## config.mk

```make
export PLATFORM = sky130hd
export DESIGN_NAME = icache_direct
export DESIGN_NICKNAME = d
export VERILOG_FILES = /design/src/rtl/icache_direct_pkg.sv /design/src/rtl/icache_refill_fsm.sv /design/src/rtl/icache_direct.sv
export SDC_FILE = /design/constraint.sdc
export NUM_CORES = 2
export LEC_CHECK = 0
export BUFFER_PORTS_ARGS = -buffer_cell sky130_fd_sc_hd__buf_2
export CELL_PAD_IN_SITES_DETAIL_PLACEMENT = 2
export CELL_PAD_IN_SITES_GLOBAL_PLACEMENT = 2
export CORE_ASPECT_RATIO = 1.2
export CORE_MARGIN = 5
export CORE_UTILIZATION = 40
export DETAILED_ROUTE_END_ITERATION = 6
export GPL_TIMING_DRIVEN = 0
export PLACE_DENSITY_LB_ADDON = 0.12
export SLEW_MARGIN = 20
export SYNTH_ARGS = -nofsm -noshare
export SYNTH_HDL_FRONTEND = slang
export SYNTH_MEMORY_MAX_BITS = 65536
export SYNTH_SLANG_ARGS = --single-unit
```

## constraint.sdc

```tcl
create_clock -name clk -period 13.94 [get_ports clk]
set_input_delay 0.697 -clock clk [delete_from_list [all_inputs] [get_ports clk]]
set_output_delay 0.697 -clock clk [all_outputs]
set_load 0.05 [all_outputs]
```

## src/rtl/icache_direct_pkg.sv

```systemverilog
// Shared definitions for the direct-mapped instruction cache.
//   - default geometry (line count, words per line)
//   - refill state encoding
//   - helpers for tag/index/offset slice bounds of a 32-bit byte address
package icache_direct_pkg;

    localparam int unsigned DefIndexW = 5;  // 32 lines
    localparam int unsigned DefOffsW  = 2;  // 4 words per line

    typedef enum logic {
        StIdle   = 1'b0,
        StRefill = 1'b1
    } refill_state_e;

    function automatic int unsigned tag_width(input int unsigned index_w,
                                              input int unsigned offs_w);
        return 32 - index_w - offs_w - 2;
    endfunction

    // Lowest pc bit of the line index (just above word offset and byte bits).
    function automatic int unsigned index_lo(input int unsigned offs_w);
        return offs_w + 2;
    endfunction

    function automatic int unsigned index_hi(input int unsigned index_w,
                                             input int unsigned offs_w);
        return offs_w + index_w + 1;
    endfunction

    function automatic int unsigned tag_lo(input int unsigned index_w,
                                           input int unsigned offs_w);
        return index_w + offs_w + 2;
    endfunction

endpackage

```

## src/rtl/icache_refill_fsm.sv

```systemverilog
// Line refill engine for icache_direct.
// Fetches one cache line word by word from the memory controller and
// presents the assembled line with a single-cycle write strobe.
// Ports:
//   clk, rst       clock, asynchronous active-high reset
//   rdy            global ready; low freezes all state
//   start          miss detected in the lookup stage (honoured only when idle)
//   start_base     line-aligned byte address of the missing line
//   mem_done       mem_data valid; consumes the current word request
//   mem_data       returned word
//   busy           refill in progress
//   mem_req        word read request, held high for the whole line
//   mem_addr       current word address
//   miss_base      latched line address (source of write index/tag)
//   line_wr        line complete; write line_data this edge
//   line_data      full line: buffered words plus the final word in flight
module icache_refill_fsm
    import icache_direct_pkg::*;
#(
    parameter int unsigned OFFS_W = DefOffsW
) (
    input  logic                           clk,
    input  logic                           rst,
    input  logic                           rdy,
    input  logic                           start,
    input  logic [31:0]                    start_base,
    input  logic                           mem_done,
    input  logic [31:0]                    mem_data,
    output logic                           busy,
    output logic                           mem_req,
    output logic [31:0]                    mem_addr,
    output logic [31:0]                    miss_base,
    output logic                           line_wr,
    output logic [(2**OFFS_W)-1:0][31:0]   line_data
);

    localparam logic [OFFS_W-1:0] CntLast = '1;

    refill_state_e                  state_q;
    logic [OFFS_W-1:0]              cnt_q;
    logic [31:0]                    base_q;
    logic                           mem_req_q;
    logic [31:0]                    mem_addr_q;
    logic [(2**OFFS_W)-1:0][31:0]   line_buf_q;

    logic [OFFS_W-1:0]              cnt_inc;
    logic                           last_word;
    logic [31:0]                    next_addr;
    logic                           word_take;

    assign cnt_inc   = cnt_q + 1'b1;
    assign last_word = (cnt_q == CntLast);
    // 32-bit add so a line at the top of the address space wraps cleanly.
    assign next_addr = base_q + {{(30 - OFFS_W){1'b0}}, cnt_inc, 2'b00};
    // A mem_done seen while rdy is low is not consumed.
    assign word_take = (state_q == StRefill) && rdy && mem_done;

    assign line_wr   = word_take && last_word;
    assign busy      = (state_q == StRefill);
    assign mem_req   = mem_req_q;
    assign mem_addr  = mem_addr_q;
    assign miss_base = base_q;

    // The last word goes straight from mem_data into the array write.
    always_comb begin
        line_data          = line_buf_q;
        line_data[CntLast] = mem_data;
    end

    always_ff @(posedge clk or posedge rst) begin
        if (rst) begin
            state_q    <= StIdle;
            cnt_q      <= '0;
            base_q     <= '0;
            mem_req_q  <= 1'b0;
            mem_addr_q <= '0;
            line_buf_q <= '0;
        end else if (rdy) begin
            unique case (state_q)
                StIdle: begin
                    if (start) begin
                        base_q     <= start_base;
                        cnt_q      <= '0;
                        mem_req_q  <= 1'b1;
                        mem_addr_q <= start_base;
                        state_q    <= StRefill;
                    end
                end
                StRefill: begin
                    if (mem_done) begin
                        line_buf_q[cnt_q] <= mem_data;
                        if (last_word) begin
                            cnt_q     <= '0;
                            mem_req_q <= 1'b0;
                            state_q   <= StIdle;
                        end else begin
                            cnt_q      <= cnt_inc;
                            mem_addr_q <= next_addr;
                        end
                    end
                end
                default: state_q <= StIdle;
            endcase
        end
    end

endmodule

```

## src/rtl/icache_direct.sv

```systemverilog
// Direct-mapped, read-only instruction cache in front of the fetch stage.
// A hit returns the word one edge after the request with a one-cycle
// ins_flag pulse; a miss refills the whole line, then the re-lookup hits.
// Ports:
//   clk, rst   clock, asynchronous active-high reset
//   rdy        global ready; low freezes all state
//   pc         word-aligned fetch address
//   pc_flag    fetch request (level, held until ins_flag)
//   ins        instruction for pc
//   ins_flag   one-cycle pulse, ins valid
//   mem_req    word read request to the memory controller
//   mem_addr   word-aligned refill address
//   mem_data   returned word
//   mem_done   mem_data valid; consumes the current request
module icache_direct
    import icache_direct_pkg::*;
#(
    parameter int unsigned INDEX_W = DefIndexW,
    parameter int unsigned OFFS_W  = DefOffsW
) (
    input  logic        clk,
    input  logic        rst,
    input  logic        rdy,
    input  logic [31:0] pc,
    input  logic        pc_flag,
    output logic [31:0] ins,
    output logic        ins_flag,
    output logic        mem_req,
    output logic [31:0] mem_addr,
    input  logic [31:0] mem_data,
    input  logic        mem_done
);

    localparam int unsigned TagW      = tag_width(INDEX_W, OFFS_W);
    localparam int unsigned Lines     = 2**INDEX_W;
    localparam int unsigned LineWords = 2**OFFS_W;
    localparam int unsigned IdxLo     = index_lo(OFFS_W);
    localparam int unsigned IdxHi     = index_hi(INDEX_W, OFFS_W);
    localparam int unsigned TagLo     = tag_lo(INDEX_W, OFFS_W);

    logic [Lines-1:0]                valid_q;
    logic [TagW-1:0]                 tag_q  [Lines];
    logic [LineWords-1:0][31:0]      data_q [Lines];
    logic [31:0]                     ins_q;
    logic                            ins_flag_q;

    logic [OFFS_W-1:0]               offset;
    logic [INDEX_W-1:0]              index;
    logic [TagW-1:0]                 tag;
    logic                            hit;
    logic                            lookup;
    logic                            start;
    logic [31:0]                     start_base;

    logic                            busy;
    logic [31:0]                     miss_base;
    logic                            line_wr;
    logic [LineWords-1:0][31:0]      line_data;
    logic [INDEX_W-1:0]              wr_index;
    logic [TagW-1:0]                 wr_tag;

    logic                            unused_bits;

    assign offset     = pc[IdxLo-1:2];
    assign index      = pc[IdxHi:IdxLo];
    assign tag        = pc[31:TagLo];
    assign start_base = {pc[31:IdxLo], {IdxLo{1'b0}}};

    assign wr_index   = miss_base[IdxHi:IdxLo];
    assign wr_tag     = miss_base[31:TagLo];

    assign hit    = valid_q[index] && (tag_q[index] == tag);
    // ins_flag guard stops the held request from being served twice.
    assign lookup = rdy && !busy && pc_flag && !ins_flag_q;
    assign start  = lookup && !hit;

    assign ins      = ins_q;
    assign ins_flag = ins_flag_q;

    assign unused_bits = ^{pc[1:0], miss_base[IdxLo-1:0]};

    icache_refill_fsm #(
        .OFFS_W (OFFS_W)
    ) u_refill (
        .clk        (clk),
        .rst        (rst),
        .rdy        (rdy),
        .start      (start),
        .start_base (start_base),
        .mem_done   (mem_done),
        .mem_data   (mem_data),
        .busy       (busy),
        .mem_req    (mem_req),
        .mem_addr   (mem_addr),
        .miss_base  (miss_base),
        .line_wr    (line_wr),
        .line_data  (line_data)
    );

    // Hit path and valid bits.
    always_ff @(posedge clk or posedge rst) begin
        if (rst) begin
            valid_q    <= '0;
            ins_q      <= '0;
            ins_flag_q <= 1'b0;
        end else if (rdy) begin
            ins_flag_q <= lookup && hit;
            if (lookup && hit) begin
                ins_q <= data_q[index][offset];
            end
            if (line_wr) begin
                valid_q[wr_index] <= 1'b1;
            end
        end
    end

    // Tag and data arrays carry no reset; valid_q guards them.
    always_ff @(posedge clk) begin
        if (line_wr) begin
            tag_q[wr_index]  <= wr_tag;
            data_q[wr_index] <= line_data;
        end
    end

endmodule

```

==> reports/qor.csv <==
metric,value,unit
finalSetupViolCount,0,
synth-edff-count,4832,
drt_iter0_markers,12908,
finalCritPeriodShare,0.527,
p_per_area,162,mW/mm^2
cpMostUsedCell,buf_2,
crit_required,14.91,ns
max_freq,136,MHz
drv_slew,0,
die_x,643,um
synthFlopType,edfxtp_1,
tns,0,ns
fill_cells,41847,
grt_pass1_wl,972,mm
rsz0062_at_grt,no,
hold_viol_final,0,
clock_path_buffers,4,
port_buffers,126,
regArea,0.151,mm^2
clk_latency,1.09,ns
drive_above_1_share,0.263,
peakVddDrop,0.000144,V
fin_cells,16849,
num_rows,278,
critPathLaunchType,input pin,
end_kind,flip-flop,
drtPass1Iterations,6,
ant_nets,0,
period_needed,7.35,ns
initial_utilization,0.402,
drc,0,
synth_seq_cells,5055,
outcome,"complete, no violations",
dieHeight,769,um
root_buffer,clkbuf_16,
vias_per_cell,6.15,
htree_levels,6,
synthTopCellsByArea,"edfxtp_1, mux4_2, mux2i_1",
netlist_instances,8949,
wl_per_cell,42.6,um
worst_pin_slew,1.26,ns
cpPeakStageDelay,1.02,ns
clk_pin_slew,0.06,ns
grt_max_degree,84,
crit_family,buffers and inverters,
syn-cell-area,0.192,mm^2
worstPathMaxFanout,10,
r2r_start,tag_q[14][18],
cts-buffers-inserted,536,
grt_overflow,0,
place_inst,15787,
num_vias,103567,
multiInputGateArea,0.0395,mm^2
leakage,74.3,nW
dpl.hpwl,500,mm
path_class,input pin to flip-flop,
yosys_warnings,0,
tritoncts,done,
hold_ws,0.148,ns
relSlewSlack,0.150,
syn2layout_area_growth,18.6,%
cp_slowest_cell,buf_2,
final_common_cell,edfxtp_1,
dieArea,0.494,mm^2
yosysTopAreaCell,edfxtp_1,
skew,0.0423,ns
grt_pass1_vias,110757,
cap_violations,0,
gp_congestion,0.780,
final_cell_area,0.228,mm^2
dpl_cell_area,0.210,mm^2
syn_area_per_cell,21.5,um^2
async_reset_ff_frac,0.0441,
ios,135,
crit_arrival,8.31,ns
yosysTopAreaCellShare,0.755,
cts_sinks,5055,
cp_num_buf_inv,10,
critPathLaunch,pc[4],
synth.distinct_cells,63,
antenna_found_initial,70,
nets,10125,
seq_area_frac_synth,0.784,
grt_use_total,0.286,
final_cell_mix,"edfxtp_1, mux4_2, mux2i_1",
hold_class,input pin to asynchronous set/reset pin,
wl,718,mm
core-area,0.478,mm^2
total_power,36.9,mW
crit_path_cell_trace,buf_6 -> buf_6 -> buf_6 -> buf_2 -> buf_4 -> buf_2 -> buf_2 -> buf_2 -> buf_2 -> buf_2 -> mux2i_1 -> nand2_1 -> nand3_1 -> nand4_1 -> a22oi_1 -> nand2_1 -> mux2_4,
==> per-stage QoR <==
step           worst slack [ns]  utilization
2_1_floorplan              5.38            -
3_3_place_gp              -7.33        0.419
3_5_place_dp               5.48        0.440
4_1_cts                    6.65        0.476
5_1_grt                    6.79        0.476
6_report                   6.59        0.476
==> sequential cells by signal (all words and copies together), names as in the netlist <==
register,count
u_refill.busy,1
u_refill.line_data,96
valid_q,32
tag_q,736
u_refill.miss_base,28
ins_flag,1
u_refill.mem_req,1
u_refill.mem_addr,30
u_refill.cnt_q,2
ins,32
data_q,4096
==> per-layer routing <==
| layer | global-route usage | vias up | wire length [um] |
|---|---|---|---|
| met4 | 0.127 | 22 | 36500 |
| met2 | 0.500 | 4989 | 369000 |
| li1 | - | 39877 | - |
| met3 | 0.0476 | 1303 | 49700 |
| met5 | 0 | - | 151 |
| met1 | 0.349 | 57376 | 262000 |
==> final cells by class <==
| class | count | area share |
|---|---|---|
| tap | 6300 | 0.0346 |
| timing repair buffer | 564 | 0.0441 |
| sequential | 5055 | 0.662 |
| multi-input combinational | 3383 | 0.173 |
| inverter | 8 | 0.000165 |
| clock buffer | 726 | 0.0656 |
| buffer | 504 | 0.0105 |
| clock inverter | 247 | 0.00901 |
| antenna | 62 | 0.000681 |
==> path summary, 6_finish.rpt <==
kind                                     endpoint  slack (ns)  cells after the start
max                                       ins[16]        6.59                     17
min                                    valid_q[3]        0.15                      3
max reg2reg                               ins[18]        8.40                     11
min reg2reg                           valid_q[23]        0.46                      1
max in group asynchronous  u_refill.line_data[82]       12.36                      5
min in group clk           u_refill.miss_base[29]        0.19                      4
==> power breakdown <==
group / switching, mW / internal [mW]
clock network: 6.11 / 8.06
registers: 1.89 / 18.6
logic: 1.48 / 0.772
==> timing repair <==
| item | CTS | global route |
|---|---|---|
| setup buffers | 0 | 0 |
| setup endpoints to repair | 0 | 0 |
| gates resized for setup | 0 | 0 |
| hold buffers | 27 | 0 |
| hold endpoints to repair | 203 | 0 |
==> logic make-up (layout without fill, tap and decap cells) <==
group	count (synthesis)	after routing	synth area share
mux	1795	1795	0.152
fa+ha+maj	4	4	0.000261
xor+xnor	22	22	0.00100
simple gates	602	602	0.0151
flops	5055	5055	0.784
buf+inv	512	2049	0.0121
other cells	1	64	0.0000195
compound gates	958	958	0.0349
==> worst reg2reg max path: stages (launching register included) <==
cell	delay, ns
edfxtp_1	0.38
mux4_2	0.48
mux2i_1	0.32
o22ai_1	0.24
nor3_1	0.31
xnor2_1	0.24
a2111oi_2	0.82
nand4_1	0.80
nor4_4	0.96
buf_8	0.27
buf_6	0.26
mux2_4	0.36
==> cell usage after synthesis, types with 6 or more instances <==
cell type  number
and3_1         10
inv_1           6
buf_1          30
mux2_2        134
buf_6          19
xnor2_1        11
mux4_2        872
nand2_1       228
a21oi_1       236
buf_4          11
nor2b_1         8
nor4_1         33
mux2_1         56
a41oi_1        32
a22o_1          7
o21ai_0         8
mux2_4         29
xor2_1         11
a221oi_1       10
buf_2         160
clkbuf_1      283
mux2i_1       704
nor2_1         53
a22oi_1       635
edfxtp_1     4832
dfrtp_1       223
nand4_1        41
nand2b_1        6
or2_2          37
o22ai_1         6
nand3_1       166
Note: power is estimated with default switching activity, not from simulation.
